<file path="config.mk">
export PLATFORM = sky130hd
export DESIGN_NAME = demux4_buffered_flat
export DESIGN_NICKNAME = d
export VERILOG_FILES = /design/src/rtl/demux4_buffered_if.sv /design/src/rtl/demux4_buffered.sv /design/src/flat_wrapper.sv
export SDC_FILE = /design/constraint.sdc
export NUM_CORES = 1
export LEC_CHECK = 0
export ABC_AREA = 1
export BUFFER_PORTS_ARGS = -buffer_cell sky130_fd_sc_hd__buf_2
export CAP_MARGIN = 20
export CORE_UTILIZATION = 55
export CTS_BUF_LIST = sky130_fd_sc_hd__clkbuf_16
export DETAILED_ROUTE_END_ITERATION = 6
export GPL_ROUTABILITY_DRIVEN = 1
export GPL_TIMING_DRIVEN = 0
export PLACE_DENSITY = 0.78
export SLEW_MARGIN = 40
export SYNTH_ARGS = -nofsm -noshare
export SYNTH_HDL_FRONTEND = slang
export SYNTH_SLANG_ARGS = --single-unit
</file>
<file path="constraint.sdc">
create_clock -name clk -period 6.6 [get_ports clk]
set_input_delay 1.32 -clock clk [delete_from_list [all_inputs] [get_ports clk]]
set_output_delay 1.32 -clock clk [all_outputs]
set_load 0.01 [all_outputs]
</file>
<file path="src/rtl/demux4_buffered_if.sv">
// Handshake bundle for demux4_buffered: one valid/ready input stream and
// four independent valid/ready output channels with per-channel full flags.
interface demux4_buffered_if #(
   parameter int WIDTH_DATA_LENGTH = 8
);
   logic                         in_valid;
   logic                         in_ready;
   logic [1:0]                   sel_port;
   logic [WIDTH_DATA_LENGTH-1:0] port_in;

   logic [WIDTH_DATA_LENGTH-1:0] port_out_0;
   logic [WIDTH_DATA_LENGTH-1:0] port_out_1;
   logic [WIDTH_DATA_LENGTH-1:0] port_out_2;
   logic [WIDTH_DATA_LENGTH-1:0] port_out_3;
   logic                         out_valid_0;
   logic                         out_valid_1;
   logic                         out_valid_2;
   logic                         out_valid_3;
   logic                         out_ready_0;
   logic                         out_ready_1;
   logic                         out_ready_2;
   logic                         out_ready_3;
   logic                         full_0;
   logic                         full_1;
   logic                         full_2;
   logic                         full_3;

   // Producer and consumers together form the master side.
   modport master (
      output in_valid, sel_port, port_in,
      output out_ready_0, out_ready_1, out_ready_2, out_ready_3,
      input  in_ready,
      input  port_out_0, port_out_1, port_out_2, port_out_3,
      input  out_valid_0, out_valid_1, out_valid_2, out_valid_3,
      input  full_0, full_1, full_2, full_3
   );

   modport slave (
      input  in_valid, sel_port, port_in,
      input  out_ready_0, out_ready_1, out_ready_2, out_ready_3,
      output in_ready,
      output port_out_0, port_out_1, port_out_2, port_out_3,
      output out_valid_0, out_valid_1, out_valid_2, out_valid_3,
      output full_0, full_1, full_2, full_3
   );
endinterface

</file>
<file path="src/rtl/demux4_buffered.sv">
// Registered 1-to-4 demultiplexer: each word is steered by sel_port into one of
// four small FIFOs so a stalled consumer never blocks the other channels.
module demux4_buffered #(
   parameter int WIDTH_DATA_LENGTH = 8,
   parameter int FIFO_DEPTH        = 2
) (
   input logic              clk,
   input logic              rst,
   demux4_buffered_if.slave bus
);
   localparam int PTR_W = $clog2(FIFO_DEPTH);
   localparam int CNT_W = PTR_W + 1;

   logic [3:0]                   out_ready_s;
   logic [3:0]                   push_s;
   logic [3:0]                   pop_s;
   logic [3:0]                   full_s;
   logic [3:0]                   valid_s;
   logic [WIDTH_DATA_LENGTH-1:0] head_s [4];
   logic                         in_ready_s;

   assign out_ready_s = {bus.out_ready_3, bus.out_ready_2, bus.out_ready_1, bus.out_ready_0};

   // Acceptance looks only at the selected channel's registered fill level,
   // so no consumer ready can ripple back to the producer.
   assign in_ready_s = ~full_s[bus.sel_port];

   for (genvar k = 0; k < 4; k++) begin : g_ch
      logic [WIDTH_DATA_LENGTH-1:0] mem_r [FIFO_DEPTH];
      logic [PTR_W-1:0]             wr_ptr_r;
      logic [PTR_W-1:0]             rd_ptr_r;
      logic [CNT_W-1:0]             count_r;

      assign full_s[k]  = (count_r == CNT_W'(FIFO_DEPTH));
      assign valid_s[k] = (count_r != {CNT_W{1'b0}});
      assign push_s[k]  = bus.in_valid & in_ready_s & (bus.sel_port == 2'(k));
      assign pop_s[k]   = valid_s[k] & out_ready_s[k];
      assign head_s[k]  = mem_r[rd_ptr_r];

      // Channel FIFO state: storage, pointers and occupancy count.
      always_ff @(posedge clk or posedge rst) begin
         if (rst) begin
            for (int i = 0; i < FIFO_DEPTH; i++) begin
               mem_r[i] <= {WIDTH_DATA_LENGTH{1'b0}};
            end
            wr_ptr_r <= {PTR_W{1'b0}};
            rd_ptr_r <= {PTR_W{1'b0}};
            count_r  <= {CNT_W{1'b0}};
         end else begin
            if (push_s[k]) begin
               mem_r[wr_ptr_r] <= bus.port_in;
               wr_ptr_r        <= wr_ptr_r + PTR_W'(1);
            end
            if (pop_s[k]) begin
               rd_ptr_r <= rd_ptr_r + PTR_W'(1);
            end
            case ({push_s[k], pop_s[k]})
               2'b10:   count_r <= count_r + CNT_W'(1);
               2'b01:   count_r <= count_r - CNT_W'(1);
               default: count_r <= count_r;
            endcase
         end
      end
   end

   assign bus.in_ready    = in_ready_s;
   assign bus.port_out_0  = head_s[0];
   assign bus.port_out_1  = head_s[1];
   assign bus.port_out_2  = head_s[2];
   assign bus.port_out_3  = head_s[3];
   assign bus.out_valid_0 = valid_s[0];
   assign bus.out_valid_1 = valid_s[1];
   assign bus.out_valid_2 = valid_s[2];
   assign bus.out_valid_3 = valid_s[3];
   assign bus.full_0      = full_s[0];
   assign bus.full_1      = full_s[1];
   assign bus.full_2      = full_s[2];
   assign bus.full_3      = full_s[3];
endmodule

</file>
<file path="src/flat_wrapper.sv">
// flat-port wrapper written by rule: the top's interface ports become plain ports
module demux4_buffered_flat 
#(
   parameter int WIDTH_DATA_LENGTH = 8,
   parameter int FIFO_DEPTH        = 2
)
  (clk, rst, bus_in_valid, bus_sel_port, bus_port_in, bus_out_ready_0, bus_out_ready_1, bus_out_ready_2, bus_out_ready_3, bus_in_ready, bus_port_out_0, bus_port_out_1, bus_port_out_2, bus_port_out_3, bus_out_valid_0, bus_out_valid_1, bus_out_valid_2, bus_out_valid_3, bus_full_0, bus_full_1, bus_full_2, bus_full_3);
  demux4_buffered_if #(.WIDTH_DATA_LENGTH(WIDTH_DATA_LENGTH)) bus_i ();
  input logic clk;
  input logic rst;
  input wire logic [$bits(bus_i.in_valid)-1:0] bus_in_valid;
  input wire logic [$bits(bus_i.sel_port)-1:0] bus_sel_port;
  input wire logic [$bits(bus_i.port_in)-1:0] bus_port_in;
  input wire logic [$bits(bus_i.out_ready_0)-1:0] bus_out_ready_0;
  input wire logic [$bits(bus_i.out_ready_1)-1:0] bus_out_ready_1;
  input wire logic [$bits(bus_i.out_ready_2)-1:0] bus_out_ready_2;
  input wire logic [$bits(bus_i.out_ready_3)-1:0] bus_out_ready_3;
  output wire logic [$bits(bus_i.in_ready)-1:0] bus_in_ready;
  output wire logic [$bits(bus_i.port_out_0)-1:0] bus_port_out_0;
  output wire logic [$bits(bus_i.port_out_1)-1:0] bus_port_out_1;
  output wire logic [$bits(bus_i.port_out_2)-1:0] bus_port_out_2;
  output wire logic [$bits(bus_i.port_out_3)-1:0] bus_port_out_3;
  output wire logic [$bits(bus_i.out_valid_0)-1:0] bus_out_valid_0;
  output wire logic [$bits(bus_i.out_valid_1)-1:0] bus_out_valid_1;
  output wire logic [$bits(bus_i.out_valid_2)-1:0] bus_out_valid_2;
  output wire logic [$bits(bus_i.out_valid_3)-1:0] bus_out_valid_3;
  output wire logic [$bits(bus_i.full_0)-1:0] bus_full_0;
  output wire logic [$bits(bus_i.full_1)-1:0] bus_full_1;
  output wire logic [$bits(bus_i.full_2)-1:0] bus_full_2;
  output wire logic [$bits(bus_i.full_3)-1:0] bus_full_3;
  assign bus_i.in_valid = bus_in_valid;
  assign bus_i.sel_port = bus_sel_port;
  assign bus_i.port_in = bus_port_in;
  assign bus_i.out_ready_0 = bus_out_ready_0;
  assign bus_i.out_ready_1 = bus_out_ready_1;
  assign bus_i.out_ready_2 = bus_out_ready_2;
  assign bus_i.out_ready_3 = bus_out_ready_3;
  assign bus_in_ready = bus_i.in_ready;
  assign bus_port_out_0 = bus_i.port_out_0;
  assign bus_port_out_1 = bus_i.port_out_1;
  assign bus_port_out_2 = bus_i.port_out_2;
  assign bus_port_out_3 = bus_i.port_out_3;
  assign bus_out_valid_0 = bus_i.out_valid_0;
  assign bus_out_valid_1 = bus_i.out_valid_1;
  assign bus_out_valid_2 = bus_i.out_valid_2;
  assign bus_out_valid_3 = bus_i.out_valid_3;
  assign bus_full_0 = bus_i.full_0;
  assign bus_full_1 = bus_i.full_1;
  assign bus_full_2 = bus_i.full_2;
  assign bus_full_3 = bus_i.full_3;
  demux4_buffered #(.WIDTH_DATA_LENGTH(WIDTH_DATA_LENGTH), .FIFO_DEPTH(FIFO_DEPTH)) u_core (.clk(clk), .rst(rst), .bus(bus_i));
endmodule
</file>
## After elaboration in Yosys (flattened, before gate mapping)

Index checks and enable logic that the tools add are counted.
Widths: inputs -> output; s select.

- Register bits after elaboration: 80
- Latch bits: 0
- Bits in writable memories: 0
- Bits in read-only memories: 0
- Output and inout port bits: 41
- Logic and storage cells: 125
- Memories: 0

- Add/sub/neg operators: 16
- $mul: 0
- Div/mod/pow operators: 0
- Order comparisons: 13
- Equal/unequal tests: 15
- Shift operators: 0
- Multiplexer cells: 30
- Bitwise gates (word level): 18
- Reductions and logical operators: 13

Operators with widths:

| kind | number |
|---|---|
| $mux 8 | 16 |
| $bwmux 16 | 4 |
| $demux 8 s1 | 4 |
| $eq 2x2->1 const B | 10 |
| $ge 2x2->1 const B | 8 |
| $not 1->2 | 8 |
| $pmux 2 s2 | 4 |
| $reduce_bool 2->1 | 8 |
| $eq 2x1->1 const B | 5 |
| $and 1x1->1 | 9 |
| $add 1x1->1 const B | 8 |
| $add 2x1->2 const B | 4 |
| $lt 2x1->1 const B | 4 |
| $sub 2x1->2 const B | 4 |
| $logic_and 1x1->1 | 4 |
| $lt 2x3->1 const B | 1 |
| $bmux 1 s2 | 1 |
| $logic_not 2->1 | 1 |
| $mux 1 | 1 |
| $not 1->1 | 1 |

## Depth between registers and ports, before layout

- Depth in word-level cells: 8
- Mapped depth: 12
- Mapped depth without buffers: 12

## Worst setup path before layout

Ideal clock, no wire load.

- Path type: input to output
- Start: input bus_sel_port[1]
- End: output bus_in_ready
- Arrival: 1.814 ns
- Required time: 5.280 ns
- Setup slack: 3.466 ns
- Stages: 5
- Path buffers: 0
- Path through: nand2_1 inv_1 nand2_1 nand2_1 nor2_2

- Cells in the longest elaborated chain, start to end: 3

RTL lines:

| what | line | RTL |
|---|---|---|
| from (decl) | flat_wrapper.sv:12 | `input wire logic [$bits(bus_i.sel_port)-1:0] bus_sel_port;` |
| $bmux 1 s2 | demux4_buffered.sv:26 | `assign in_ready_s = ~full_s[bus.sel_port];` |
| $mux 1 (implied by the code) | demux4_buffered.sv:26 |  |
| $not 1->1 | demux4_buffered.sv:26 |  |
| to (decl) | flat_wrapper.sv:18 | `output wire logic [$bits(bus_i.in_ready)-1:0] bus_in_ready;` |

No other way between the ends. The select of a mux whose other input is x is not followed.

## Worst setup path after layout

- Start: input bus_sel_port[0]
- End: output bus_in_ready

The elaborated chain is that of the path after synthesis.

==> out/metrics.cfg <==
[outcome]
status=complete, but fails checks
violations=design-rule violations

[drt]
drt_pre_antenna_iters=6
drtIter0Drc=213
wl_per_cell_um=14.2
routed-via-count=3124
drc=4
ant_nets=0
finalWirelength_um=8530
viasPerCell=5.18

[setup_path]
crit_buf_inv=3
reg2reg_from=u_core.g_ch[1].count_r[1]
critPathMaxFanout=6
worstSetupPathType=in -> out
timing.rr.end=u_core.g_ch[2].count_r[1]
cp-startpoint=bus_sel_port[0]
cpPeakStageDelay_ns=0.21
crit_path_start_kind=input pin
cp_data_arrival_time_ns=2.20
crit_path_end=bus_in_ready
cp_common_cell=nand2_1
crit_slowest_cell=nor2_2
crit_chain=buf_2 > nand2_1 > inv_1 > nand2_1 > nand2_1 > nor2_2 > buf_2
cp-end-kind=output port
crit_family=simple AND/OR/NAND/NOR gates
r2r_cells=12
cp.depth=7
reg2reg_slack_ns=4.48
critPathRequiredTime_ns=5.28

[synth]
netlist_instances=462
yosys-top-cells-area=dfrtp_1 53%, nand2_1 24%, mux2_2 4.8%
synth_top_area_share_pct=53.1
synth-main-ff-cell=dfrtp_1
synth.avg_cell_area_um2=8.17
synth-seq-area-share_pct=53.1
synth.most_common_cell=nand2_1
netlist_top_cells_count=239 x nand2_1, 80 x dfrtp_1, 35 x nand3_1, 22 x inv_1, 16 x mux2_2
yosysUniqueCellTypes=20
synth_enable_flop_cells=0
synth_area_mm2=0.00377
synth_largest_area_cell=dfrtp_1
synth_seq_cells=80
yosysWarnings=0
syn_nets=483
async_flop_share_pct=100

[sta]
hold_violations=0
slew_violations=0
fin_hold_ws_ns=0.464
tns_ns=0
fin_crit_ns=3.52
rsz0062_at_grt=false
clock_skew_ns=0.00479
setup_ws_ns=3.08
period_share_pct=53.4
tightest_slew_ns=0.566
max_clock_freq_ghz=0.284
setup_violations=0
relSlewSlack_pct=62.1

[clock_tree]
cts.path.max_buffers=2
hold_buffers=0
clk_pin_slew_ns=0.06
htree_levels=3
post_cts_buffers=0
cts-resized-gates=0
clock_sinks=80
cts_inserted_buffers=9
clk_latency_ns=0.34
ctsRootBufferMaster=clkbuf_16
tritoncts=yes

[floorplan]
fp.dieW_um=84.8
dieHeight_um=84.8
row_count=29
core_mm2=0.00649
die-area_mm2=0.00719
num_io_pins=58
initial_core_util_pct=58.1

[pwr]
power-per-cell-area_mw_per_mm2=498
power_frac_seq_pct=39.3
ir_worst_vdd_v=0.000282
swShare_pct=38.6
p_int_uw=1340
total_leakage_power_uw=0.00248
combPwrFrac_pct=40.8
switchingPower_uw=845
clock_power_share_pct=19.9

[global_routing]
grt_max_degree=61
grt_pass1_wl_um=14500
gr-total-overflow=0
antenna_found_initial=1
grt_usage_pct=26.6
grt_pass1_vias=3075

[placed_design]
numPortBuffers=48
place_area_mm2=0.00414
gp_congestion=0.799
dp_hpwl_um=5620
dp_worst_setup_slack_ns=3.08

[layout]
final_area_mm2=0.00439
antenna-diode-count=0
areaGrowthSynthToFinish_pct=16.5
layout-drive-gt1-share_pct=18.1
final_nets=543

[flow_run]
cap_violations=0

[worst_hold_path]
min_path_cells=2
hold_class=reg -> reg

## logic make-up after synthesis
logic type | Yosys count | synth area share (%)
buffers and inverters | 47 | 5.54
AOI/OAI and AO/OA | 8 | 1.06
adders and majority gates | 4 | 1.33
xor gates and xnor gates | 12 | 2.79
and+or+nand+nor | 295 | 31.4
DFF | 80 | 53.1
muxes | 16 | 4.78
## stage by stage
step	cells	total power (uW)	util [%]
after CTS	603	2200	67.7
final	603	2190	67.7
after global routing	603	2360	67.7
after floorplan	462	1460	-
after detailed placement	588	1760	63.8
after global placement	587	1720	63.3
## sequential cells by signal (all words and copies together) (netlist names)
register,cells
u_core.g_ch.count_r,8
u_core.g_ch.rd_ptr_r,4
u_core.g_ch.wr_ptr_r,4
u_core.g_ch.mem_r,64
## routing by layer
layer  part of all wire [%]  global-route usage, %  vias to the layer above
li1                       -                      -                     1550
met4                    3.4                   13.9                        2
met2                     47                   41.0                       96
met5                   0.12                      0                        -
met3                    6.0                   5.93                       26
met1                     44                   35.5                     1450
## power groups by stage
stage	combinational [uW]	sequential [uW]	clock [uW]
after global placement	871	849	0
final	894	860	435
after floorplan	626	831	0
after detailed placement	896	862	0
after CTS	904	858	437
after global routing	1010	890	460
## tightest hold or removal path, cell delays in order, from the launching register on
cell and delay (ns):
dfrtp_1 0.34, nand2_1 0.05, nand2_1 0.04
## final cells by class
type | count | area [um^2]
timing repair buffer | 49 | 268
tap | 77 | 96.3
buffer | 17 | 96.3
sequential | 80 | 2000
clock inverter | 6 | 27.5
fill | 551 | 2100
inverter | 30 | 118
multi-input combinational | 335 | 1560
clock buffer | 9 | 225
## placed cells by master, fill, tap and decap left out, drive strengths merged
cell / Yosys / layout
dfrtp: 80 / 80
xor2: 6 / 6
a21oi: 4 / 4
nand2: 239 / 239
nand3: 35 / 35
buf: 8 / 57
clkbuf: 9 / 18
mux2: 16 / 16
nand4: 6 / 6
clkinvlp: 0 / 1
inv: 26 / 26
clkinv: 4 / 9
o21ai: 4 / 4
ha: 4 / 4
nor2: 15 / 15
xnor2: 6 / 6
## how the worst min path moves through the flow
stage / start / end
after floorplan: u_core.g_ch[0].mem_r[0] / u_core.g_ch[0].mem_r[0]
after global placement: u_core.g_ch[0].mem_r[7] / u_core.g_ch[0].mem_r[7]
after detailed placement: u_core.g_ch[0].mem_r[4] / u_core.g_ch[0].mem_r[4]
after CTS: u_core.g_ch[0].mem_r[4] / u_core.g_ch[0].mem_r[4]
after global routing: u_core.g_ch[0].mem_r[10] / u_core.g_ch[0].mem_r[10]
final: u_core.g_ch[0].mem_r[2] / u_core.g_ch[0].mem_r[2]
Note: power is estimated with default switching activity, not from simulation.
